==> config.mk <==
export PLATFORM = sky130hd
export DESIGN_NAME = inst_fetch_ctrl_flat
export DESIGN_NICKNAME = d
export VERILOG_FILES = /design/src/rtl/inst_fetch_ctrl_if.sv /design/src/rtl/inst_fetch_ctrl.sv /design/src/flat_wrapper.sv
export SDC_FILE = /design/constraint.sdc
export NUM_CORES = 1
export LEC_CHECK = 0
export CAP_MARGIN = 0
export CELL_PAD_IN_SITES_DETAIL_PLACEMENT = 0
export CELL_PAD_IN_SITES_GLOBAL_PLACEMENT = 1
export CORE_MARGIN = 1
export CORE_UTILIZATION = 37
export DETAILED_ROUTE_END_ITERATION = 8
export PLACE_DENSITY_LB_ADDON = 0.3
export SKIP_LAST_GASP = 1
export SYNTH_ARGS = -nofsm -noshare
export SYNTH_HDL_FRONTEND = slang
export SYNTH_SLANG_ARGS = --single-unit
==> constraint.sdc <==
create_clock -name i_clk -period 3.3 [get_ports i_clk]
set_input_delay 0.66 -clock i_clk [delete_from_list [all_inputs] [get_ports i_clk]]
set_output_delay 0.66 -clock i_clk [all_outputs]
set_load 0.1 [all_outputs]
==> src/rtl/inst_fetch_ctrl_if.sv <==
// Fetch controller bus bundle: instruction memory port, redirect/halt controls
// and the decode-facing valid/ready stream.
interface inst_fetch_ctrl_if #(
  parameter int unsigned ADDR_W = 12,
  parameter int unsigned DATA_W = 32
);

  logic [ADDR_W-1:0] o_mem_addr;
  logic [DATA_W-1:0] i_mem_inst;
  logic              i_redirect;
  logic [ADDR_W-1:0] i_redirect_pc;
  logic              i_halt;
  logic              o_valid;
  logic              i_ready;
  logic [DATA_W-1:0] o_inst;
  logic [ADDR_W-1:0] o_pc;
  logic              o_halted;

  // Fetch controller side: drives the memory address and the decode stream
  modport master (
    output o_mem_addr,
    output o_valid,
    output o_inst,
    output o_pc,
    output o_halted,
    input  i_mem_inst,
    input  i_redirect,
    input  i_redirect_pc,
    input  i_halt,
    input  i_ready
  );

  // Environment side: memory, branch unit and decode
  modport slave (
    input  o_mem_addr,
    input  o_valid,
    input  o_inst,
    input  o_pc,
    input  o_halted,
    output i_mem_inst,
    output i_redirect,
    output i_redirect_pc,
    output i_halt,
    output i_ready
  );

endinterface

==> src/rtl/inst_fetch_ctrl.sv <==
// Instruction fetch sequencer: owns the PC, issues word addresses to a
// one-cycle-latency instruction memory, buffers returned words in a 2-entry
// queue and streams them to decode. Handles branch redirect and halt.
module inst_fetch_ctrl #(
  parameter int unsigned          ADDR_W   = 12,
  parameter int unsigned          DATA_W   = 32,
  parameter logic [ADDR_W-1:0]    RESET_PC = '0
) (
  input  logic            i_clk,
  input  logic            i_reset,
  inst_fetch_ctrl_if.master bus
);

  localparam int unsigned CNT_W = 2;
  localparam int unsigned OCC_W = 3;

  typedef struct packed {
    logic [ADDR_W-1:0] pc;
    logic [DATA_W-1:0] inst;
  } entry_t;

  typedef enum logic {
    S_RUN  = 1'b0,
    S_HALT = 1'b1
  } state_e;

  state_e            state_q, state_d;
  logic [ADDR_W-1:0] fetch_pc_q, fetch_pc_d;
  logic              inflight_v_q, inflight_v_d;
  logic [ADDR_W-1:0] inflight_pc_q, inflight_pc_d;
  entry_t            ent0_q, ent0_d;
  entry_t            ent1_q, ent1_d;
  logic [CNT_W-1:0]  count_q, count_d;
  logic              valid_q, valid_d;
  logic              halted_q, halted_d;

  logic              pop_c;
  logic              push_c;
  logic              credit_c;
  logic              issue_c;
  logic [OCC_W-1:0]  occ_c;
  entry_t            new_ent_c;

  // Handshake, capture and queue-credit terms shared by FSM and datapath
  always_comb begin
    pop_c     = valid_q & bus.i_ready;
    push_c    = inflight_v_q;
    new_ent_c = '{pc: inflight_pc_q, inst: bus.i_mem_inst};
    occ_c     = OCC_W'(count_q) + OCC_W'(inflight_v_q);
    credit_c  = (occ_c - OCC_W'(pop_c)) < OCC_W'(2);
  end

  // FSM state register
  always_ff @(posedge i_clk) begin
    if (i_reset) begin
      state_q <= S_RUN;
    end else begin
      state_q <= state_d;
    end
  end

  // FSM next-state: halt parks the sequencer, redirect or halt release resumes
  always_comb begin
    state_d = state_q;
    case (state_q)
      S_RUN: begin
        if (bus.i_halt && !bus.i_redirect) begin
          state_d = S_HALT;
        end
      end
      S_HALT: begin
        if (!bus.i_halt || bus.i_redirect) begin
          state_d = S_RUN;
        end
      end
      default: state_d = S_RUN;
    endcase
  end

  // FSM output: issue a fetch only while running, not halted/redirected, with queue room
  always_comb begin
    issue_c = 1'b0;
    case (state_q)
      S_RUN:   issue_c = !bus.i_halt && !bus.i_redirect && credit_c;
      S_HALT:  issue_c = 1'b0;
      default: issue_c = 1'b0;
    endcase
  end

  // Datapath next-state: PC advance, in-flight tag and 2-entry queue
  always_comb begin
    fetch_pc_d    = fetch_pc_q;
    inflight_v_d  = inflight_v_q;
    inflight_pc_d = inflight_pc_q;
    ent0_d        = ent0_q;
    ent1_d        = ent1_q;
    count_d       = count_q;

    if (bus.i_redirect) begin
      // Flush everything, including any transfer in this cycle
      fetch_pc_d   = bus.i_redirect_pc;
      inflight_v_d = 1'b0;
      ent0_d       = '0;
      ent1_d       = '0;
      count_d      = '0;
    end else begin
      inflight_v_d = issue_c;
      if (issue_c) begin
        inflight_pc_d = fetch_pc_q;
        fetch_pc_d    = fetch_pc_q + ADDR_W'(1);
      end

      // Head is kept at zero whenever the queue is empty
      case (count_q)
        CNT_W'(0): begin
          if (push_c) begin
            ent0_d  = new_ent_c;
            count_d = CNT_W'(1);
          end
        end
        CNT_W'(1): begin
          if (push_c && pop_c) begin
            ent0_d = new_ent_c;
          end else if (push_c) begin
            ent1_d  = new_ent_c;
            count_d = CNT_W'(2);
          end else if (pop_c) begin
            ent0_d  = '0;
            count_d = CNT_W'(0);
          end
        end
        CNT_W'(2): begin
          if (pop_c) begin
            ent0_d = ent1_q;
            if (push_c) begin
              ent1_d = new_ent_c;
            end else begin
              ent1_d  = '0;
              count_d = CNT_W'(1);
            end
          end
        end
        default: begin
          count_d = count_q;
        end
      endcase
    end

    valid_d  = (count_d != '0);
    halted_d = (state_d == S_HALT) && (count_d == '0) && !inflight_v_d;
  end

  // Datapath registers
  always_ff @(posedge i_clk) begin
    if (i_reset) begin
      fetch_pc_q    <= RESET_PC;
      inflight_v_q  <= 1'b0;
      inflight_pc_q <= '0;
      ent0_q        <= '0;
      ent1_q        <= '0;
      count_q       <= '0;
      valid_q       <= 1'b0;
      halted_q      <= 1'b0;
    end else begin
      fetch_pc_q    <= fetch_pc_d;
      inflight_v_q  <= inflight_v_d;
      inflight_pc_q <= inflight_pc_d;
      ent0_q        <= ent0_d;
      ent1_q        <= ent1_d;
      count_q       <= count_d;
      valid_q       <= valid_d;
      halted_q      <= halted_d;
    end
  end

  assign bus.o_mem_addr = fetch_pc_q;
  assign bus.o_valid    = valid_q;
  assign bus.o_inst     = ent0_q.inst;
  assign bus.o_pc       = ent0_q.pc;
  assign bus.o_halted   = halted_q;

endmodule

==> src/flat_wrapper.sv <==
// flat-port wrapper written by rule: the top's interface ports become plain ports
module inst_fetch_ctrl_flat 
#(
  parameter int unsigned          ADDR_W   = 12,
  parameter int unsigned          DATA_W   = 32,
  parameter logic [ADDR_W-1:0]    RESET_PC = '0
)
  (i_clk, i_reset, bus_o_mem_addr, bus_o_valid, bus_o_inst, bus_o_pc, bus_o_halted, bus_i_mem_inst, bus_i_redirect, bus_i_redirect_pc, bus_i_halt, bus_i_ready);
  inst_fetch_ctrl_if #(.ADDR_W(ADDR_W), .DATA_W(DATA_W)) bus_i ();
  input  logic i_clk;
  input  logic i_reset;
  output wire logic [$bits(bus_i.o_mem_addr)-1:0] bus_o_mem_addr;
  output wire logic [$bits(bus_i.o_valid)-1:0] bus_o_valid;
  output wire logic [$bits(bus_i.o_inst)-1:0] bus_o_inst;
  output wire logic [$bits(bus_i.o_pc)-1:0] bus_o_pc;
  output wire logic [$bits(bus_i.o_halted)-1:0] bus_o_halted;
  input wire logic [$bits(bus_i.i_mem_inst)-1:0] bus_i_mem_inst;
  input wire logic [$bits(bus_i.i_redirect)-1:0] bus_i_redirect;
  input wire logic [$bits(bus_i.i_redirect_pc)-1:0] bus_i_redirect_pc;
  input wire logic [$bits(bus_i.i_halt)-1:0] bus_i_halt;
  input wire logic [$bits(bus_i.i_ready)-1:0] bus_i_ready;
  assign bus_o_mem_addr = bus_i.o_mem_addr;
  assign bus_o_valid = bus_i.o_valid;
  assign bus_o_inst = bus_i.o_inst;
  assign bus_o_pc = bus_i.o_pc;
  assign bus_o_halted = bus_i.o_halted;
  assign bus_i.i_mem_inst = bus_i_mem_inst;
  assign bus_i.i_redirect = bus_i_redirect;
  assign bus_i.i_redirect_pc = bus_i_redirect_pc;
  assign bus_i.i_halt = bus_i_halt;
  assign bus_i.i_ready = bus_i_ready;
  inst_fetch_ctrl #(.ADDR_W(ADDR_W), .DATA_W(DATA_W), .RESET_PC(RESET_PC)) u_core (.i_clk(i_clk), .i_reset(i_reset), .bus(bus_i));
endmodule
==> impl_metrics.csv <==
group,metric,value,unit
run_status,status,"complete, no violations",
global_routing,grt_antenna_before_repair,0,
yosys,synth_cells,584,
yosys,syn_nets,639,
yosys,synth_seq_cells,118,
global_routing,grt_pass1_wl,21500,µm
routing,avgRoutedWirePerCell,15.6,µm
cts,clkLatencyLatePin,410,ps
yosys,yosysTopAreaCell,"dfxtp_1",
critical_path,path_max_fanout,10,
sta,tightest_slew,942,ps
cts,clkTransAtPathRegs,50,ps
cts,clockBufferDepth,2,
sta,max_freq,352,MHz
floorplanning,rows,41,
cts,cts_root_buffer,"clkbuf_16",
cts,clock_sinks,118,
sta,finalCritPeriodShare,0.861,
power_and_ir_drop,p_per_area,579,nW/µm²
yosys,synth_area,4880,µm²
critical_path,worstSetupStartpoint,"bus_i_ready",
yosys,synthMuxAreaShare,0.00205,
yosys,avgSynthCellArea,8.35,µm²
placed_design,pre_cts_slack,44.9,ps
critical_path,slowest_stage,"fa_1",
critical_path,path_class,"input port to register",
yosys,synth_adder_area_share,0.0169,
critical_path,arrival,3130,ps
global_routing,track_usage,0.204,
placed_design,place_area,5980,µm²
critical_path,crit_chain,"clkdlybuf4s50_1 > a21boi_0 > o21ai_0 > fa_1 > nor4b_4 > nand2_2 > buf_4 > o311ai_0 > a31oi_1",
routing,wl,13500,µm
cts,cts_setup_buffers,0,
power_and_ir_drop,power,3810,µW
routing,drtPass1Iterations,5,
sta,rsz0062_at_grt,"no",
routing,vias_per_cell,5.45,
hold_path,holdPathEnd,"u_core.ent1_q[34]",
sta,finalWorstSetupSlack,460,ps
cts,cts_resized,0,
final_layout,stdcell_count,863,
global_routing,grt-ovfl-total,0,
final_layout,synthToLayoutAreaGrowth,35.0,%
yosys,synth_compound_area_frac,0.278,
critical_path,path_delay_family,"compound AO/OA/AOI/OAI gates",
sta,fin_setup_tns,0,ps
cts,cts_tree,"built",
critical_path,timing.rr.start,"u_core.inflight_v_q",
hold_path,hold_start,"u_core.ent1_q[34]",
floorplanning,dieArea,13600,µm²
routing,ant_nets,0,
critical_path,critical-path-max-stage-delay,500,ps
sta,hold_viol,0,
routing,drcViolationCount,0,
placed_design,dpl.cell_count,831,
cts,cts-htree-levels,4,
final_layout,n_antenna_cell,0,
sta,skew,8.21,ps
placed_design,gp_congestion,0.805,
floorplanning,start_util,0.383,
yosys,synth_flop_cell,"dfxtp_1",
sta,setup_viol,0,
floorplanning,core-area,12700,µm²
run,maxCapViolations,0,
yosys,synth_xor_xnor_area_share,0.00359,
yosys,synth_top_family_by_area,"compound AO/OA/AOI/OAI gates",
final_layout,num-nets-final,733,
floorplanning,ioPinCount,107,
cts,cts_hold_buf,0,
placed_design,numPortBuffers,106,
routing,vias,4706,
global_routing,grt_pass1_vias,4344,
yosys,yosysSeqAreaShare,0.484,
placed_design,dp_hpwl,8300,µm
final_layout,drive_gt1_frac,0.169,
sta,slew_violations,0,
critical_path,r2r_setup_slack,640,ps
sta,min_period,2840,ps
yosys,ys_top_cells_by_area,"dfxtp_1, a21oi_1, a22oi_1, nand2_1, nand3_1",
critical_path,worstReg2RegEnd,"u_core.bus.o_mem_addr[5]",
power_and_ir_drop,leakagePower,0.00239,µW
routing,drtIter0Drc,379,
yosys,ys_warn_count,0,
critical_path,reg2reg_depth,8,
critical_path,crit_path_start_kind,"input port",
critical_path,cp.required,3590,ps
yosys,ys_async_sr_fraction,0,
yosys,synth_edf_count,0,
power_and_ir_drop,vdd_drop_max,0.351,mV
critical_path,path_buf_inv,2,
cts,cts_inserted_buffers,17,
hold_path,hold_path_depth,2,
yosys,yosys.area_share.simple,0.168,
yosys,synth_top_area_share,0.484,
critical_path,endpoint_kind,"register",
floorplanning,die_w,117,µm
hold_path,hp-class,"register to register",
floorplanning,chipHeight,117,µm
yosys,ys_types,46,
sta,relSlewSlack,0.372,
global_routing,grt_max_degree,89,
final_layout,design_area,6580,µm²
[layer usage]
metal  vias up  share of wire  GRT usage
li1       2319              -          -
met1      2219           0.45      0.259
met2       148           0.47      0.334
met3        20          0.062     0.0494
met4         0          0.015     0.0793
met5         -              0          0
[report_power, final]
part / internal, µW / switching (µW) / total, µW
logic: 142 / 318 / 461
clock network: 1230 / 632 / 1860
registers: 1460 / 32.7 / 1490
total: 2830 / 983 / 3810
[cells in the mapped netlist, types with 2 or more instances]
cell type	number
nor3_1	2
clkbuf_1	35
o211a_1	2
nand4_1	3
nand4b_1	2
or4_1	5
dfxtp_1	118
inv_1	6
nor2_1	4
or3_1	2
o311ai_0	2
o31ai_1	2
and3_1	2
a21oi_1	111
or2_2	2
xnor2_1	2
nand3_1	51
a22oi_1	46
nand2_1	85
o211ai_1	4
ha_1	5
a31oi_1	9
buf_2	12
o21ai_0	46
and2_1	5
[registers in the layout, indices dropped and copies added (netlist names), 2 cells and up]
register / count
u_core.bus.o_mem_addr: 12
u_core.bus.o_inst: 32
u_core.count_q: 2
u_core.ent1_q: 44
u_core.inflight_pc_q: 12
u_core.bus.o_pc: 12
[worst min-delay path: cells and delay by family (launching register included)]
kind | cells | cell delay (ps)
simple gates | 1 | 50
flops | 1 | 300
compound gates | 1 | 50
[layout by cell type (no fill, tap or decap), types with 4 or more instances in the layout]
cell               n
a31oi_1            9
nand2_1           84
o211ai_1           4
a22oi_1           46
ha_1               5
clkdlybuf4s50_1   48
or4_1              5
clkbuf_16         17
buf_4             75
nand3_1           51
a21oi_1          111
o21ai_0           46
and2_1             4
inv_1              6
dfxtp_1          118
clkbuf_8           6
[stage by stage]
stage / util / hold slack, ps
after floorplan: - / 432
after global placement: 0.470 / 437
after detailed placement: 0.470 / 443
after CTS: 0.518 / 450
after global routing: 0.518 / 466
final: 0.518 / 448
[logic make-up (layout without fill, tap and decap cells)]
group	count (synthesis)	after routing
simple gates	171	171
flops	118	118
compound gates	230	230
buf+inv	56	163
mux	1	1
fa+ha+maj	6	6
xor+xnor	2	2
[area by class of cell]
cell class,instances,area (µm²)
Inverter,7,26.3
Sequential cell,118,2360
Timing Repair Buffer,124,1060
Multi-Input combinational cell,410,2310
Fill cell,1256,6140
Clock inverter,7,91.3
Tap cell,172,215
Clock buffer,25,515
[how the worst max path moves through the flow]
| stage | endpoint | cells past startpoint | slack, ps |
|---|---|---|---|
| detailed placement | u_core.bus.o_mem_addr[5] | 9 | 40 |
| global route | u_core.bus.o_mem_addr[5] | 9 | 230 |
| floorplan | u_core.bus.o_mem_addr[5] | 8 | 290 |
| global placement | u_core.bus.o_mem_addr[5] | 9 | 130 |
| finish | u_core.bus.o_mem_addr[5] | 9 | 460 |
| CTS | u_core.bus.o_mem_addr[5] | 8 | 470 |
(Power assumes the default switching activity.)
